[src/rtl/axi_write_master.sv]
// AXI4 write master: pops FIFO entries into one AW + (awlen+1) W beats, then waits for B.
// AW one cycle after accept; W backpressure stalls FIFO pops; one burst outstanding at a time.
module axi_write_master #(
  parameter int ADDR_WIDTH = 32,
  parameter int DATA_WIDTH = 64,
  parameter int ID_WIDTH   = 4
) (
  input  logic                    clk,
  input  logic                    rst_n,
  input  logic                    in_valid,
  output logic                    in_ready,
  input  logic [ADDR_WIDTH-1:0]   in_addr,
  input  logic [ID_WIDTH-1:0]     in_id,
  input  logic [1:0]              in_burst,
  input  logic [2:0]              in_size,
  input  logic [7:0]              in_len,
  input  logic [DATA_WIDTH-1:0]   in_data,
  input  logic [DATA_WIDTH/8-1:0] in_strb,
  output logic [ADDR_WIDTH-1:0]   awaddr,
  output logic [ID_WIDTH-1:0]     awid,
  output logic [7:0]              awlen,
  output logic [2:0]              awsize,
  output logic [1:0]              awburst,
  output logic                    awvalid,
  input  logic                    awready,
  output logic [DATA_WIDTH-1:0]   wdata,
  output logic [DATA_WIDTH/8-1:0] wstrb,
  output logic                    wlast,
  output logic                    wvalid,
  input  logic                    wready,
  input  logic [ID_WIDTH-1:0]     bid,
  input  logic [1:0]              bresp,
  input  logic                    bvalid,
  output logic                    bready,
  output logic                    busy,
  output logic                    done,
  output logic                    err_valid,
  output logic [1:0]              err_resp,
  output logic [ID_WIDTH-1:0]     err_id
);

  typedef enum logic [1:0] {IDLE, ADDR, DATA, RESP} state_t;

  state_t     state, state_nxt;
  logic       live;
  logic       w_full;
  logic [8:0] loaded, sent;
  logic       in_hs, w_hs, b_hs, b_err;

  assign in_hs = in_valid && in_ready;
  assign w_hs  = wvalid && wready;
  assign b_hs  = bvalid && bready;
  assign b_err = (bresp != 2'b00) || (bid != awid);
  assign busy  = (state != IDLE);

  always_ff @(posedge clk or negedge rst_n) begin
    if (!rst_n) state <= IDLE;
    else        state <= state_nxt;
  end

  // live keeps in_ready low while reset is asserted even though state is IDLE
  always_comb begin
    state_nxt = state;
    in_ready  = 1'b0;
    awvalid   = 1'b0;
    wvalid    = 1'b0;
    wlast     = 1'b0;
    bready    = 1'b0;
    case (state)
      IDLE: begin
        in_ready = live;
        if (in_valid && live) state_nxt = ADDR;
      end
      ADDR: begin
        awvalid = 1'b1;
        if (awready) state_nxt = DATA;
      end
      DATA: begin
        wvalid   = w_full;
        wlast    = w_full && (sent == {1'b0, awlen});
        in_ready = (loaded <= {1'b0, awlen}) && (!w_full || wready);
        if (w_full && wready && (sent == {1'b0, awlen})) state_nxt = RESP;
      end
      RESP: begin
        bready = 1'b1;
        if (bvalid) state_nxt = IDLE;
      end
      default: state_nxt = IDLE;
    endcase
  end

  always_ff @(posedge clk or negedge rst_n) begin
    if (!rst_n) begin
      live      <= 1'b0;
      awaddr    <= '0;
      awid      <= '0;
      awlen     <= '0;
      awsize    <= '0;
      awburst   <= '0;
      wdata     <= '0;
      wstrb     <= '0;
      w_full    <= 1'b0;
      loaded    <= '0;
      sent      <= '0;
      done      <= 1'b0;
      err_valid <= 1'b0;
      err_resp  <= '0;
      err_id    <= '0;
    end else begin
      live      <= 1'b1;
      done      <= b_hs;
      err_valid <= b_hs && b_err;
      if (b_hs && b_err) begin
        err_resp <= bresp;
        err_id   <= bid;
      end
      if (state == IDLE) begin
        if (in_hs) begin
          awaddr  <= in_addr;
          awid    <= in_id;
          awlen   <= in_len;
          awsize  <= in_size;
          awburst <= in_burst;
          wdata   <= in_data;
          wstrb   <= in_strb;
          w_full  <= 1'b1;
          loaded  <= 9'd1;
          sent    <= 9'd0;
        end
      end else if (state == DATA) begin
        if (w_hs) sent <= sent + 9'd1;
        // refill on the same edge the held beat drains keeps beats back-to-back
        if (in_hs) begin
          wdata  <= in_data;
          wstrb  <= in_strb;
          w_full <= 1'b1;
          loaded <= loaded + 9'd1;
        end else if (w_hs) begin
          w_full <= 1'b0;
        end
      end
    end
  end

endmodule

[config.mk]
export PLATFORM = sky130hd
export DESIGN_NAME = axi_write_master
export DESIGN_NICKNAME = d
export VERILOG_FILES = /design/src/rtl/axi_write_master.sv
export SDC_FILE = /design/constraint.sdc
export NUM_CORES = 1
export LEC_CHECK = 0
export BUFFER_PORTS_ARGS = -buffer_cell sky130_fd_sc_hd__buf_2
export CORE_MARGIN = 5
export CORE_UTILIZATION = 48
export CTS_CLUSTER_DIAMETER = 100
export DETAILED_ROUTE_END_ITERATION = 8
export PLACE_DENSITY = 0.88
export SYNTH_ARGS = -nofsm -noshare
export SYNTH_HDL_FRONTEND = slang
export SYNTH_SLANG_ARGS = --single-unit
[constraint.sdc]
create_clock -name clk -period 2.5 [get_ports clk]
set_input_delay 0.25 -clock clk [delete_from_list [all_inputs] [get_ports clk]]
set_output_delay 0.25 -clock clk [all_outputs]
set_load 0.02 [all_outputs]
* Word-level counts from Yosys, hierarchy flattened
Cells that the tools add are included.
** Word-level totals
- Bits in registers :: 151
- Input port bits :: 133
- Output and inout bits :: 135
** Operators by class
- Add/sub/neg operators :: 2
- Order comparisons :: 1
- Equal/unequal tests :: 12
- Mux-type cells :: 29
- Reduce and logical (&&, ||, !) cells :: 22
** Operators by type and width (number)
- 2-to-1 mux 64 bit :: 3
- 2-to-1 mux 9 bit :: 8
- 2-to-1 mux 8 bit :: 3
- adder 9 x 1 -> 9 bit (second input constant) :: 2
- inequality test 2 bit (second input constant) :: 6
- == test 9 x 8 -> 1 bit :: 1
- <= comparator 9 x 8 -> 1 bit :: 1
- logical AND 1 bit :: 9
- 2-to-1 mux 1 bit :: 9
- AND reduction 3 bit :: 3
- 2-to-1 mux 2 bit :: 4
- one-hot mux 2 bit (4 select lines) :: 1
- nonzero test 2 bit :: 4
- == test 2 bit (second input constant) :: 2
- inequality test 4 bit :: 1
- AND reduction 4 bit :: 1
- inequality test 3 bit (second input constant) :: 1
- == test 2 x 1 -> 1 bit (second input constant) :: 1
- logical NOT 2 bit :: 1
- logical OR 1 bit :: 2
- one-hot mux 1 bit (2 select lines) :: 1
- AND reduction 2 bit :: 1
- logical NOT 1 bit :: 1

* Depth between registers and ports, before layout
Gate-level depths: netlist of run 1.
- Word-level depth :: 8
- Depth in mapped cells :: 11
- Depth with buffers taken out :: 8

* Worst setup path after synthesis of run 1
No wires, ideal clock.
- Path kind :: reg2reg
- Start :: register awlen[4]
- End :: register awaddr[0]
- Arrival time :: 2.213 ns
- Required time :: 2.375 ns
- Slack :: 0.163 ns
- Cell stages (with the launch flop) :: 9
- Path buffers :: 1
- Path through :: dfrtp_1 inv_1 ha_1 nand4_1 o221ai_1 o211ai_1 o21ai_2 buf_2 mux2_2
** Between the ends
- Cells in the longest elaborated chain, start to end :: 5
** RTL lines
- start: declaration :: line 21 : output logic [7:0] awlen,
- start signal: assignment :: line 121 : awlen <= in_len;
- <= comparator 9 x 8 -> 1 bit :: line 81 : in_ready = (loaded <= {1'b0, awlen}) && (!w_full || wready);
- logical AND 1 bit :: line 81
- one-hot mux 1 bit (2 select lines) :: line 69 : case (state)
- logical AND 1 bit :: line 50 : assign in_hs = in_valid && in_ready;
- AND reduction 2 bit (no line)
- end signal: assignment :: line 119 : awaddr <= in_addr;
- end: declaration :: line 19 : output logic [ADDR_WIDTH-1:0] awaddr,
Every way passes these cells.
A chain may end at the register's enable or synchronous reset.

* Final worst setup path of run 1
- Start :: register awlen[3]
- End :: output in_ready
** Between the ends
- Cells in the longest elaborated chain, start to end :: 3
** RTL lines
- <= comparator 9 x 8 -> 1 bit :: line 81
- logical AND 1 bit :: line 81
- one-hot mux 1 bit (2 select lines) :: line 69
- end: declaration :: line 11 : output logic in_ready,
Every way passes these cells.

==> flow_summary.ini, run 1 <==
[status]
status = finished clean

[clock_network]
cts.clk_slew.worst_paths_ns = 0.06
cts_tree = yes
numCtsBuffers = 17
clock_path_buffers = 2
root_buffer = clkbuf_16
cts_sinks = 151
clk_latency_ns = 0.42
htreeDepth = 4

[routing]
wl_per_cell_um = 15.5
dr.pass1.iters = 4
drc = 0
drt.antenna.violating_nets = 0
drtIter0Drc = 283
routed_wl_um = 16700
vias = 5304
via_per_inst = 4.92

[run]
max_cap_violations = 0

[worst_setup_path]
ff2ff_path_depth = 7
crit_family = simple AND/OR/NAND/NOR gates
end_kind = output pin
cp_cell_sequence = inv_1 > ha_1 > nand4_1 > or2_2 > o211ai_1 > a21o_1 > buf_4
cp.required_ns = 2.25
slowest_stage = dfrtp_1
cp_num_buf_inv = 2
reg2reg_to = state[1]
cp_max_fo = 4
critPathMaxStageDelay_ns = 0.40
start_kind = flip-flop
path_class = flip-flop to output pin
r2r-start = awlen[3]
ff2ff_setup_slack_ns = 0.17
critPathLaunch = awlen[3]
arrival_ns = 2.15

[power]
p_leak_nw = 4.73
p_per_area_mw_per_mm2 = 1420
p_total_w = 0.0123
peakVddDrop_mv = 0.716

[yosys]
syn-cell-area_mm2 = 0.00633
ys_seq_area_frac = 0.597
yosysWarningCount = 0
synth_edf_count = 0
async_flop_share = 1.00
synth_top_area_cell = dfrtp_1
synth.area.top_cells = dfrtp_1 (60%), nand2_1 (14%), mux2_2 (9.4%), ha_1 (2.8%), xnor2_1 (1.5%)
ys_ff_latch = 151
syn_nets = 750
synth_ff_type = dfrtp_1
synth_top_area_share = 0.597
syn_area_per_cell_um2 = 10.5
synth_cells = 603
ys_types = 46

[grt]
overflow = 0
antenna_found_initial = 1
grt_max_degree = 66
grt_pass1_wl_um = 27300
grt_pass1_vias = 5557
track_usage = 0.218

[floorplanning]
core-area_mm2 = 0.0131
die_h_um = 125
core.rowCount = 42
die_area_mm2 = 0.0156
io_pins = 268
start_util = 0.484
die_x_um = 125

[sta]
hold_viol = 0
slew_viol_final = 0
worstMarginPinSlew_ns = 0.769
finalCriticalPeriod_ns = 2.40
fmax_ghz = 0.417
holdWs_ns = 0.0195
fin_setup_tns_ns = 0
finClkSkew_ns = 0.00638
setup_viol = 0
slew_headroom = 0.482
rsz0062_at_grt = true
timing.final.crit_share = 0.958

[final_layout]
final_util = 0.662
final_area_mm2 = 0.00866
layout.nets = 1035
area_delta_synth_final_pct = 36.8
antennaDiodeCount = 0
drive_gt1_frac = 0.425

[hold_path]
worstHoldStart = in_data[44]
worstHoldEndpoint = wdata[44]
hp-class = input pin to flip-flop
hold_path_depth = 3

[place]
portBuffers = 267
dp_hpwl_um = 12200
gp_congestion = 0.849
placed_area_mm2 = 0.00795
power breakdown:
part / internal, W / total [W] / switching (W)
registers: 0.00355 / 0.00422 / 0.000672
clock network: 0.00164 / 0.00262 / 0.000979
logic: 0.00209 / 0.00545 / 0.00337
total: 0.00728 / 0.0123 / 0.00502
cell usage in the layout, fill, tap and decap left out, types with 4 or more instances in the layout:
master	count
nand3_1	13
buf_12	4
nor2_1	14
buf_2	265
nand4_1	8
clkinv_2	4
nand2_1	240
ha_1	14
mux2_2	53
clkbuf_16	17
xor2_1	9
buf_4	14
inv_1	17
dlygate4sd3_1	5
xnor2_1	11
dfrtp_1	149
sequential cells by signal (all words and copies together) (netlist names):
signal / flops
wdata: 64
awaddr: 32
loaded: 9
sent: 9
awlen: 8
wstrb: 8
awid: 4
err_id: 4
awsize: 3
awburst: 2
err_resp: 2
state: 2
done: 1
err_valid: 1
live: 1
w_full: 1
Yosys cell counts, types with 2 or more instances:
cell type / n
nor2_1: 14
and3_1: 2
a21oi_1: 4
dfrtp_1: 151
nor3b_1: 2
o211ai_1: 3
buf_2: 12
o21ai_0: 3
nand3_1: 13
inv_1: 17
a41oi_1: 2
nand4_1: 8
o22ai_1: 2
clkbuf_1: 10
mux2_2: 53
or4_1: 2
nand2_1: 241
nand4b_1: 2
xor2_1: 9
and2_1: 4
ha_1: 14
xnor2_1: 11
per-stage QoR:
stage	cells	setup WS (ns)
after floorplan	603	0.163
after global placement	1036	0.152
after CTS	1073	0.0329
final	1077	0.104
after detailed placement	1036	0.0916
after global routing	1077	-0.0142
area by class of cell:
cell class,instances,area [um2]
Clock buffer,20,467
Clock inverter,12,150
Fill cell,984,4430
Inverter,18,67.6
Multi-Input combinational cell,411,2400
Sequential cell,151,3780
Tap cell,176,220
Timing Repair Buffer,289,1570
cell families after synthesis:
kind of cell             synth area share
adder cells (fa/ha/maj)            0.0277
buffers and inverters              0.0273
flip-flops                          0.597
XOR/XNOR                           0.0277
other                            0.000592
AO/OA/AOI/OAI                      0.0334
multiplexers                       0.0961
AND/OR/NAND/NOR                     0.190
layer usage:
layer  global-route usage  vias up  wire length (um)
met5                    0        -                13
met1                0.263     2507              6720
li1                     -     2530                 -
met2                0.364      225              8230
met4               0.0950        2               465
met3               0.0648       40              1270
worst max-delay path by stage:
stage                     depth (start not counted)  slack, ns         to
after detailed placement                          9       0.09  wdata[12]
after floorplan                                   8       0.16  awaddr[0]
after global placement                            9       0.15  loaded[2]
after global routing                              7      -0.01   in_ready
after CTS                                         7       0.03   in_ready
final                                             7       0.10   in_ready
repair_timing:
item	in CTS	in global routing
buffers inserted	0	4
hold buffers	5	0
setup endpoints to repair	0	75
hold endpoints to repair	59	0
gates resized for setup	0	5
worst reg2reg max path: stages, from the launching register on:
cell      delay (ns)
dfrtp_1         0.42
buf_4           0.15
xnor2_1         0.13
nand3_1         0.11
or4_1           0.54
or2_1           0.26
a221oi_2        0.26
mux2_1          0.34
Note: power is estimated with default switching activity, not from simulation.
==> inputs of run 2 (changes only) <==
Settings changed: CORE_MARGIN 5 to unset.
==> flow_summary.ini, run 2 (synthesis gave the netlist of run 1 again) <==
[power]
peakVddDrop_mv = 0.779
p_leak_nw = 4.74
p_per_area_mw_per_mm2 = 1430

[floorplanning]
start_util = 0.498
core-area_mm2 = 0.0127
io_pins = 268
die_x_um = 117
die_h_um = 117
core.rowCount = 41
die_area_mm2 = 0.0137

[final_layout]
reg.largest.list = wdata: 64 flops, awaddr: 32 flops
regMostFlops = wdata
largest_reg_flops = 64
layout.nets = 1031
final_common_cell = buf_2
drive_gt1_frac = 0.425
layout_common_cells = buf_2 (265), nand2_1 (240), dfrtp_1 (149)
fillCellCount = 967
antennaDiodeCount = 0
area_delta_synth_final_pct = 37.2

[grt]
antenna_found_initial = 0
grt_max_degree = 59
track_usage = 0.221
grt_pass1_vias = 4850
grt_pass1_wl_um = 22900
overflow = 0

[place]
dp_hpwl_um = 11000
pre_cts_ws_ns = 0.194
portBuffers = 267
gp_congestion = 0.823

[worst_setup_path]
reg2reg_to = awaddr[25]
ff2ff_setup_slack_ns = 0.09
end_kind = output pin
r2r-start = loaded[3]
start_kind = flip-flop
arrival_ns = 2.19
ff2ff_path_depth = 7
path_class = flip-flop to output pin
cp_max_fo = 4
cp.required_ns = 2.25

[sta]
finClkSkew_ns = 0.00652
fin_ws_ns = 0.0567
finalCriticalPeriod_ns = 2.44
timing.final.crit_share = 0.977
setup_viol = 0
slew_viol_final = 0
slew_headroom = 0.549
holdWs_ns = 0.0232
worstMarginPinSlew_ns = 0.669
fmax_ghz = 0.409
hold_viol = 0

[clock_network]
htreeDepth = 4
cts.clk_slew.worst_paths_ns = 0.06
cts_tree = yes
clk_latency_ns = 0.41
cts_sinks = 151
clock_path_buffers = 2
numCtsBuffers = 17
root_buffer = clkbuf_16

[run]
max_cap_violations = 0

[routing]
wl_per_cell_um = 14.2
routed_wl_um = 15100
drt.antenna.violating_nets = 0
drc = 0
wl_met2_um = 7710
via_per_inst = 4.84
vias = 5169
drtIter0Drc = 297
dr.pass1.iters = 5
dr_wl_met3_um = 972
routed.top_layer = met4
wl_met1_um = 6100

[hold_path]
worstHoldStart = in_data[63]
hold_path_depth = 3
hp-class = input pin to flip-flop
worstHoldEndpoint = wdata[63]

[status]
status = finished clean
run 2: cell type report:
cell class              instances  area, um2  share of cell area
flip-flops and latches        151       3780               0.435
multi-input cells             411       2410               0.277
repair buffers                285       1560               0.179
clock buffers                  23        488              0.0562
well taps                     172        215              0.0248
clock inverters                 7        166              0.0192
inverters                      18       67.6             0.00778
run 2: per-stage QoR:
step           utilization  cells  setup TNS (ns)  total power [W]  area (um2)
2_1_floorplan            -    603               0          0.00762        6330
4_1_cts              0.678   1063               0           0.0124        8630
5_1_grt              0.683   1067         -0.0395           0.0133        8690
6_report             0.683   1067               0           0.0125        8690
3_3_place_gp         0.626   1032               0          0.00935        7970
3_5_place_dp         0.626   1032               0          0.00960        7970
run 2: where the power goes:
| part | internal [W] | total (W) | switching, W |
|---|---|---|---|
| clock | 0.00187 | 0.00279 | 0.000920 |
| combinational | 0.00212 | 0.00545 | 0.00333 |
| sequential | 0.00355 | 0.00422 | 0.000666 |
| total | 0.00754 | 0.0125 | 0.00492 |
run 2: repair_timing:
action / CTS / global route
resized for setup: 0 / 6
hold buffers: 1 / 0
setup buffers: 0 / 4
endpoints found under the setup margin: 0 / 1
hold endpoints to repair: 26 / 0
run 2: worst max path at each step:
stage,startpoint,end,slack (ns)
after floorplan,awlen[4],awaddr[0],0.16
after global placement,awlen[1],awaddr[24],0.22
after detailed placement,loaded[2],awaddr[25],0.19
after CTS,awlen[2],in_ready,0.02
after global routing,awlen[4],in_ready,-0.04
final,awlen[1],in_ready,0.06
run 2: layer usage:
metal,GRT usage,vias up
met5,0,-
met4,0.0878,0
met3,0.0582,25
met2,0.381,202
met1,0.266,2431
li1,-,2511
run 2: critical path, cell delays in order (launching register included):
cell and delay [ns]:
dfrtp_2 0.41, inv_1 0.06, ha_1 0.29, nand4_1 0.14, o221ai_1 0.17, o211ai_1 0.37
a21o_1 0.17, clkbuf_4 0.17
